--- config.mk ---
export PLATFORM = sky130hd
export DESIGN_NAME = zero_cond_unit
export DESIGN_NICKNAME = d
export VERILOG_FILES = /design/src/rtl/zero_cond_unit.sv
export SDC_FILE = /design/constraint.sdc
export NUM_CORES = 1
export LEC_CHECK = 0
export ABC_CLOCK_PERIOD_IN_PS = 1450
export BUFFER_PORTS_ARGS = -buffer_cell sky130_fd_sc_hd__buf_4
export CORE_AREA = 2 2 39 41
export CTS_CLUSTER_DIAMETER = 50
export CTS_CLUSTER_SIZE = 16
export DETAILED_ROUTE_END_ITERATION = 10
export DIE_AREA = 0 0 41 43
export PLACE_DENSITY = 0.68
export SYNTH_ARGS = -nofsm -noshare
export SYNTH_HDL_FRONTEND = slang
export SYNTH_SLANG_ARGS = --single-unit
--- constraint.sdc ---
create_clock -name clk -period 1.45 [get_ports clk]
set_input_delay 0.145 -clock clk [delete_from_list [all_inputs] [get_ports clk]]
set_output_delay 0.145 -clock clk [all_outputs]
set_load 0.01 [all_outputs]
--- src/rtl/zero_cond_unit.sv ---
// zero_cond_unit: registered 8-way zero/sign condition evaluator behind a one-deep valid/ready stage.
// Define COND_TAKEN_CNT_EN to add the saturating taken_cnt counter port.
module zero_cond_unit #(
    parameter int WIDTH = 32,
    parameter int CNT_W = 16
) (
    input  logic             clk,
    input  logic             rst,
    input  logic             in_valid,
    output logic             in_ready,
    input  logic [WIDTH-1:0] s,
    input  logic [2:0]       mode,
    output logic             out_valid,
    input  logic             out_ready,
    output logic             eqz,
    output logic             eq1,
    output logic             neg,
    output logic             cond
`ifdef COND_TAKEN_CNT_EN
    ,
    output logic [CNT_W-1:0] taken_cnt
`endif
);
    typedef enum logic {EMPTY, FULL} state_t;
    state_t state;
    logic acc, z, o, msb, c;
    logic [7:0] conds;
    assign out_valid = state == FULL;
    assign in_ready = !out_valid || out_ready;
    assign acc = in_valid && in_ready;
    assign z = s == '0;
    assign o = s == WIDTH'(1);
    assign msb = s[WIDTH-1];
    // bit index matches the mode encoding: ALWAYS, EQ1, LEZ, GTZ, GEZ, LTZ, NEZ, EQZ
    assign conds = {1'b1, o, msb || z, !msb && !z, !msb, msb, !z, z};
    assign c = conds[mode];
    always_ff @(posedge clk) begin
        if (rst) begin
            state <= EMPTY;
            eqz <= 1'b0;
            eq1 <= 1'b0;
            neg <= 1'b0;
            cond <= 1'b0;
        end else if (acc) begin
            state <= FULL;
            eqz <= z;
            eq1 <= o;
            neg <= msb;
            cond <= c;
        end else if (out_valid && out_ready) begin
            state <= EMPTY;
        end
    end
`ifdef COND_TAKEN_CNT_EN
    always_ff @(posedge clk) begin
        if (rst) taken_cnt <= '0;
        else if (acc && c && taken_cnt != '1) taken_cnt <= taken_cnt + 1'b1;
    end
`endif
endmodule

==> results of run 1 <==
report_power, final:
group / internal (mW) / switching [mW]
clock: 0.104 / 0.0545
sequential: 0.144 / 0.00306
combinational: 0.0966 / 0.0505
layer usage:
metal	track usage, %	wire [um]
met5	0	0
met4	2.00	0
met3	8.38	161
met2	28.4	640
met1	18.1	476
final timing paths:
| kind | startpoint | endpoint | slack (ns) |
|---|---|---|---|
| worst min register to register | neg | neg | 0.45 |
| worst min-delay path | rst | eq1 | 0.11 |
| worst max register to register | out_valid | eqz | 0.29 |
| worst max-delay path | out_valid | eqz | 0.29 |
area by class of cell:
| type | count | area [um2] | area share (%) |
|---|---|---|---|
| Timing Repair Buffer | 47 | 353 | 46.5 |
| Sequential cell | 5 | 100 | 13.2 |
| Multi-Input combinational cell | 41 | 255 | 33.7 |
| Tap cell | 16 | 20.0 | 2.64 |
| Inverter | 1 | 3.75 | 0.495 |
| Clock buffer | 4 | 26.3 | 3.47 |
registers in the layout (all words and copies together) (netlist names):
signal     count
eq1            1
out_valid      1
cond           1
neg            1
eqz            1
worst reg2reg max path, stage by stage, from the launching register on:
cell,delay [ns]
dfxtp_1,0.30
nand2b_1,0.13
nand2_1,0.15
nor4_1,0.35
a21oi_1,0.08
nor2_1,0.09
per-stage QoR:
stage          setup slack (ns)  instances
2_1_floorplan             0.238         48
3_3_place_gp            0.00202        110
3_5_place_dp             0.0389        110
4_1_cts                   0.271        114
5_1_grt                   0.171        114
6_report                  0.287        114
cells by family (layout without fill, tap and decap cells):
logic type      Yosys count  after routing  synth area share, %
simple gates             28             28                 42.8
compound gates            8              8                 14.1
xor+xnor                  2              2                 4.83
flops                     5              5                 27.6
mux                       3              3                 8.62
buf+inv                   2             52                 2.07
placed cells by master (no fill, tap or decap):
cell      count
a32o_1        1
nor2_2        1
o21ai_0       1
nor3_1        1
nand2_1       6
nor4_2        1
nand4_1       2
nor4b_1       1
mux2_2        1
and2_2        1
clkbuf_1      1
nor4_1        7
dfxtp_1       5
inv_1         1
clkbuf_4      3
nand3_1       1
a21oi_1       4
xnor2_1       1
nor2_1        5
nand2b_1      2
o211ai_1      1
mux2i_1       2
buf_4        47
o221ai_1      1
xor2_1        1
==> metrics.csv, run 1 <==
metric;value;unit
Post-synth EDFFs;0;
Tightest Pin Transition;0.308;ns
fin util;54.8;%
first-pass GRT wire length;2.05;mm
initial antenna violation count;0;
Setup TNS;0;ns
worst clock skew;0.00437;ns
top-count cell post-synth;nor4_1;
Antenna Nets Post-Route;0;
hold buffers post-CTS;0;
core outline area;0.00138;mm2
Die Span Y;43;um
max cap viols;0;
Filler cells;131;
fin nets;138;
DP Area;732;um2
Clk Latency, worst-skew pair;0.24;ns
share of Yosys cell area claimed by the top area cell type;27.6;%
wire per inst;11.2;um
Top FF cell, synth;dfxtp_1;
sequential cell area fraction in the yosys report;27.6;%
buffers and inverters on the worst path;0;
GP Congestion;0.799;
vias per cell;4.84;
Max Slew Vio Count;0;
time the worst path needs with I/O delays and setup;1.16;ns
slowest stage delay, CP;0.35;ns
Synth top cells by count;nor4_1 (7), nand2_1 (6), dfxtp_1 (5), nor2_1 (5), a21oi_1 (4);
syn_area_per_cell;7.56;um2
Yosys reg bits;5;
Hold Path Cell Cnt;2;
Post-DP HPWL;1.07;mm
RSZ-0062 raised after global routing;false;
clk sinks;5;
synth unique cells;23;
hold slack final;0.109;ns
total gr overflow;0;
postcts setup bufs;0;
Critical Path AT;1.34;ns
Clock transition at path regs;0.04;ns
H-Tree Level Count;1;
cts repair resizes;0;
via count;552;
startpoint types;flop;
Req. time, crit path;1.62;ns
PD cells;597;mW/mm2
Worst path top cell family by delay;simple AND/OR/NAND/NOR gates;
Non-Filler Cell Area, Final;758;um2
final worst-path cycle share;80.2;%
Syn Nets;87;
VDD IR max;537;uV
crit path capture type;flop;
IO buf count;44;
# DRC;0;
Tot Pwr;0.453;mW
# rows;14;
yosys warns;0;
Hold WC Path Type;in -> reg;
Worst Reg-to-Reg Cells;5;
vias in the first global route;554;
WS Path Type;reg -> reg;
Syn-to-layout area delta;109;%
CTS Buf Count;3;
CP Cell Sequence;nand2b_1, nand2_1, nor4_1, a21oi_1, nor2_1;
share of layout cells above drive strength 1;55.1;%
Die X;41;um
full die area;0.00176;mm2
DRT Pass-1 Iters;2;
CP Max Fanout;5;
total global-route track usage;16.7;%
Root Buffer Master;clkbuf_4;
final wirelength;1.28;mm
CTS tree;built;
Post-Syn Area;363;um2
largest area contributor in the netlist;dfxtp_1;
Post-synth ARST share;0;%
Slowest cell on crit path;nor4_1;
initial detailed-routing violation count;2;
top post-synthesis cells by area;dfxtp_1 (28%), nor4_1 (12%), nand2_1 (6.2%);
final setup vio count;0;
maximum root-to-sink buffer count;2;
Relative slew margins;79.3;%
Ports;45;
static leakage;0.348;nW
Cells after Synth;48;
WP depth;5;
final hold violations;0;
largest net degree at the start of global routing;8;
Max Freq;860;MHz
ant diodes;0;
status;finished clean;
Initial Utilization;26.2;%
Power figures use the tool's default switching activity.
==> run 2: changes to the inputs <==
- ABC_CLOCK_PERIOD_IN_PS: 1450 -> 1000
- CORE_AREA: 2 2 39 41 -> not set
- CORE_UTILIZATION: not set -> 27
- DIE_AREA: 0 0 41 43 -> not set
- PLACE_DENSITY: 0.68 -> 0.7
- clock period: 1.45 -> 1 ns (I/O delays scaled with it)
==> run 2 against run 1 <==
  * The flow now finishes with violations (setup timing)
  * Wire length increased by 15%
  * Combinational power increased by 100%
  * Critical endpoint is now cond
  * Sequential share of layout area decreased by 2.9 points
  * Largest cell class unchanged
==> metrics.csv, run 2 (synthesized netlist as in run 1, its figures left out) <==
metric;value;unit;change
Syn-to-layout area delta;172;%;
vias per cell;5.03;;+3.8%
final worst-path cycle share;109;%;
CTS Buf Count;3;;unchanged
Relative slew margins;84.2;%;+4.9 points
Non-Filler Cell Area, Final;988;um2;+30%
max cap viols;0;;unchanged
Antenna Nets Post-Route;0;;unchanged
most frequent cells in the layout;buf_4 (39), buf_6 (13), nor4_4 (7), nand2_1 (5), nor2_1 (5);;
final worst slack;-0.0909;ns;-0.378 ns
Initial Utilization;31.0;%;+4.8 points
DP Area;808;um2;+10%
clk sinks;5;;unchanged
CP Cell Sequence;buf_6, nor4_4, nand4_1, nor2_2, o211ai_1, a32o_1;;
final wirelength;1.47;mm;+15%
GP Congestion;0.707;;-11%
initial antenna violation count;0;;unchanged
final hold violations;0;;unchanged
Hold Path Cell Cnt;2;;unchanged
static leakage;0.423;nW;+21%
Hold WC Path Type;in -> reg;;
WP depth;6;;+1
first-pass GRT wire length;2.10;mm;+2.7%
initial detailed-routing violation count;4;;+2
Internal;0.551;mW;+60%
Filler cells;75;;-43%
H-Tree Level Count;1;;unchanged
Critical Path AT;1.22;ns;-0.12 ns
switching share of total power;27.3;%;+3.4 points
Tightest Pin Transition;0.234;ns;-0.0737 ns
most common cell after layout, fill and taps aside;buf_4;;
VDD IR max;820;uV;+53%
ant diodes;0;;unchanged
worst clock skew;0.00546;ns;+0.00108 ns
via count;593;;+7.4%
vias in the first global route;554;;unchanged
final setup vio count;1;;+1
Slowest cell on crit path;nor4_4;;
buffers and inverters on the worst path;1;;+1
Max Freq;917;MHz;
DRT Pass-1 Iters;4;;+2
RSZ-0062 raised after global routing;true;;
Seq pwr share;28.4;%;-4.2 points
PD cells;766;mW/mm2;+28%
CP Max Fanout;3;;-2
status;finished, violations left;;
Ports;45;;unchanged
Switch Pwr;0.206;mW;+91%
slowest stage delay, CP;0.26;ns;-0.09 ns
Sequential Area;101;um2;+1.2%
# DRC;0;;unchanged
time the worst path needs with I/O delays and setup;1.09;ns;
IO buf count;44;;unchanged
Root Buffer Master;clkbuf_4;;
total global-route track usage;20.7;%;+4.0 points
maximum root-to-sink buffer count;2;;unchanged
Worst Reg-to-Reg Cells;5;;unchanged
Gate power share;39.7;%;+7.2 points
Clk Latency, worst-skew pair;0.25;ns;about the same
Die Span Y;38.7;um;-10%
Max Slew Vio Count;0;;unchanged
WS Path Type;in -> reg;;
full die area;0.00149;mm2;-15%
Worst path top cell family by delay;simple AND/OR/NAND/NOR gates;;
crit path capture type;flop;;
Post-DP HPWL;1.13;mm;+5.8%
CTS tree;built;;
Clock transition at path regs;0.05;ns;about the same
share of layout cells above drive strength 1;69.2;%;+14 points
startpoint types;input port;;
core outline area;0.00117;mm2;-15%
Clock power frac;31.9;%;-3.1 points
Die X;38.7;um;-5.7%
violated checks;setup timing;;
Req. time, crit path;1.13;ns;-0.49 ns
total gr overflow;0;;unchanged
largest net degree at the start of global routing;7;;-1
fin nets;144;;+4.3%
# rows;12;;-2
area of the multi-input gates;380;um2;+49%
wire per inst;12.5;um;+11%
Tot Pwr;0.757;mW;+67%
## run 2: cell types whose count changed in the layout (fill, tap and decap cells not counted), sizes merged
cell and delta:
buf +6
## run 2: power by group through the flow
stage	Combinational (mW)	Clock, mW	Sequential (mW)
finish	0.300	0.242	0.215
global route	0.322	0.258	0.216
CTS	0.269	0.249	0.215
detailed placement	0.246	0	0.219
global placement	0.243	0	0.219
floorplan	0.0637	0	0.223
## run 2: through the flow
step / util, % / worst slack (ns) / instances / hold slack [ns] / setup TNS, ns
5_1_grt: 84.4 / -0.160 / 118 / 0.0576 / -0.334
2_1_floorplan: - / -0.134 / 48 / 0.162 / -0.134
3_3_place_gp: 69.0 / -0.361 / 113 / 0.303 / -0.869
6_report: 84.4 / -0.0909 / 118 / 0.0495 / -0.0909
3_5_place_dp: 69.0 / -0.412 / 113 / 0.306 / -0.945
4_1_cts: 76.3 / -0.106 / 118 / 0.0407 / -0.106
## run 2: layout make-up
type                            instances  share of cell area (%)
Inverter                                1                   0.380
Multi-Input combinational cell         41                    38.5
Tap cell                               14                    1.77
Clock buffer                            4                    2.66
Timing Repair Buffer                   53                    46.5
Sequential cell                         5                    10.3
## run 2: final timing paths
| check | from | endpoint | slack (ns) |
|---|---|---|---|
| worst max-delay path | s[25] | cond | -0.09 |
| worst min-delay path | rst | eq1 | 0.05 |
| worst max register to register | out_valid | cond | -0.08 |
| worst min register to register | neg | neg | 0.45 |
## run 2: routing by layer
layer	GRT usage (%)	wire, um	vias to the layer above
met5	0	0	-
met4	2.59	0	0
met3	8.09	115	0
met2	40.0	812	24
met1	20.9	546	274
li1	-	-	295
## run 2: what timing repair did
action,in CTS,in global routing
buffers inserted,1,0
endpoints found under the hold margin,0,0
hold buffers,0,0
resized for setup,9,18
pin swaps,8,13
endpoints found under the setup margin,3,4
==> run 3: changes to the inputs <==
- ABC_CLOCK_PERIOD_IN_PS: 1000 -> 1300
- CORE_AREA: not set -> 2 2 39 41
- CORE_UTILIZATION: 27 -> not set
- DIE_AREA: not set -> 0 0 41 43
- PLACE_DENSITY: 0.7 -> 0.68
- RECOVER_POWER: not set -> 100
- clock period: 1 -> 1.3 ns (I/O delays scaled with it)
==> run 3 against run 2 <==
  * Critical endpoint unchanged
  * Flip-flop and latch count stayed put
  * The run now ends clean
  * Largest cell class unchanged
  * Global-route usage is 4.1 points lower
  * Combinational power down 48%
==> metrics.csv, run 3 (synthesized netlist as in run 1, its figures left out) <==
metric;value;unit;change
maximum root-to-sink buffer count;2;;unchanged
DRT Pass-1 Iters;4;;unchanged
Clk Latency, worst-skew pair;0.24;ns;about the same
Setup TNS;0;ns;+0.0909 ns
GP Congestion;0.808;;+14%
ant diodes;0;;unchanged
Hold WC Path Type;in -> reg;;
global routing usage on met1;17.2;%;-3.8 points
met2 Use GR;27.8;%;-12 points
CTS tree;built;;
max cap viols;0;;unchanged
IO buf count;44;;unchanged
startpoint types;input port;;
core outline area;0.00138;mm2;+18%
FF-to-FF Start;out_valid;;
Clock transition at path regs;0.04;ns;about the same
initial detailed-routing violation count;11;;+7
status;finished clean;;
crit path capture type;flop;;
VDD IR max;529;uV;-35%
Root Buffer Master;clkbuf_4;;
origin of the worst setup path;s[17];;
share of layout cells above drive strength 1;49.5;%;-20 points
Most Used Layer, Global Route;met2;;
full die area;0.00176;mm2;+18%
vias in the first global route;552;;-0.36%
H-Tree Level Count;1;;unchanged
hold buffers post-CTS;0;;unchanged
Critical Path AT;1.30;ns;+0.08 ns
final setup vio count;0;;-1
Tightest Pin Transition;0.267;ns;+0.0336 ns
fin util;53.1;%;-31 points
wire per inst;11.2;um;-11%
Antenna Nets Post-Route;0;;unchanged
RSZ-0062 raised after global routing;false;;
# rows;14;;+2
final wirelength;1.26;mm;-15%
initial antenna violation count;0;;unchanged
fin nets;137;;-4.9%
Die Span Y;43;um;+11%
CP Max Fanout;3;;unchanged
worst clock skew;0.00499;ns;-0.000468 ns
Post-DP HPWL;1.09;mm;-3.8%
Initial Utilization;26.2;%;-4.8 points
via count;560;;-5.6%
static leakage;0.321;nW;-24%
total global-route track usage;16.6;%;-4.1 points
Die X;41;um;+6.1%
WS Path Type;in -> reg;;
postcts setup bufs;0;;-1
time the worst path needs with I/O delays and setup;1.17;ns;
most common cell after layout, fill and taps aside;buf_4;;
Min-Delay Startpoint;rst;;
most frequent cells in the layout;buf_4 (38), clkbuf_1 (7), nor4_1 (6), nand2_1 (6);;
Max Freq;855;MHz;
CP Cell Sequence;buf_4, nor4_1, nand4_1, nor2_2, o211ai_1, a32o_1;;
first-pass GRT wire length;2.02;mm;-3.9%
Req. time, crit path;1.43;ns;+0.30 ns
total gr overflow;0;;unchanged
cts repair resizes;0;;-9
clk sinks;5;;unchanged
final worst-path cycle share;89.9;%;
# DRC;0;;unchanged
Syn-to-layout area delta;102;%;
Slowest cell on crit path;nor4_1;;
largest net degree at the start of global routing;8;;+1
final hold violations;0;;unchanged
Max Slew Vio Count;0;;unchanged
slowest stage delay, CP;0.29;ns;+0.03 ns
PD cells;682;mW/mm2;-11%
vias per cell;4.96;;-1.4%
CTS Buf Count;3;;unchanged
Relative slew margins;81.9;%;-2.3 points
met3 Usage GRT;8.90;%;+0.81 points
hold slack final;0.0919;ns;+0.0424 ns
Ports;45;;unchanged
## run 3: path summary, 6_finish.rpt
kind	end	slack [ns]	cells past startpoint
setup / recovery	cond	0.13	6
hold reg to reg	neg	0.46	2
hold / removal	eq1	0.09	2
setup reg to reg	cond	0.16	5
## run 3: stage by stage
| step | instance area [um2] | power [mW] | worst slack, ns | std cells |
|---|---|---|---|---|
| 6_report | 734 | 0.501 | 0.131 | 113 |
| 5_1_grt | 734 | 0.538 | 0.0173 | 113 |
| 4_1_cts | 751 | 0.516 | 0.132 | 113 |
| 3_5_place_dp | 724 | 0.332 | -0.109 | 109 |
| 3_3_place_gp | 724 | 0.330 | -0.129 | 109 |
| 2_1_floorplan | 363 | 0.215 | 0.0881 | 48 |
## run 3: critical path: cells and delay by family
kind                   cells  cell delay (ns)
AOI/OAI and AO/OA          2             0.36
and+or+nand+nor            3             0.70
buffers and inverters      1             0.10
## run 3: where the power goes
group | switching [mW] | leakage (nW) | total [mW] | internal, mW
logic | 0.0563 | 0.265 | 0.157 | 0.101
clock network | 0.0633 | 0.0150 | 0.179 | 0.116
registers | 0.00296 | 0.0410 | 0.164 | 0.161
## run 3: per-layer routing
layer	vias to the layer above	part of all wire (%)
met5	-	0
met4	0	0
met3	0	15
met2	29	48
met1	248	37
li1	283	-
## run 3: layout make-up
type	instances	area (um2)
Sequential cell	5	100
Tap cell	16	20.0
Inverter	1	3.75
Multi-Input combinational cell	41	262
Timing Repair Buffer	46	323
Clock buffer	4	26.3
Fill cell	145	649
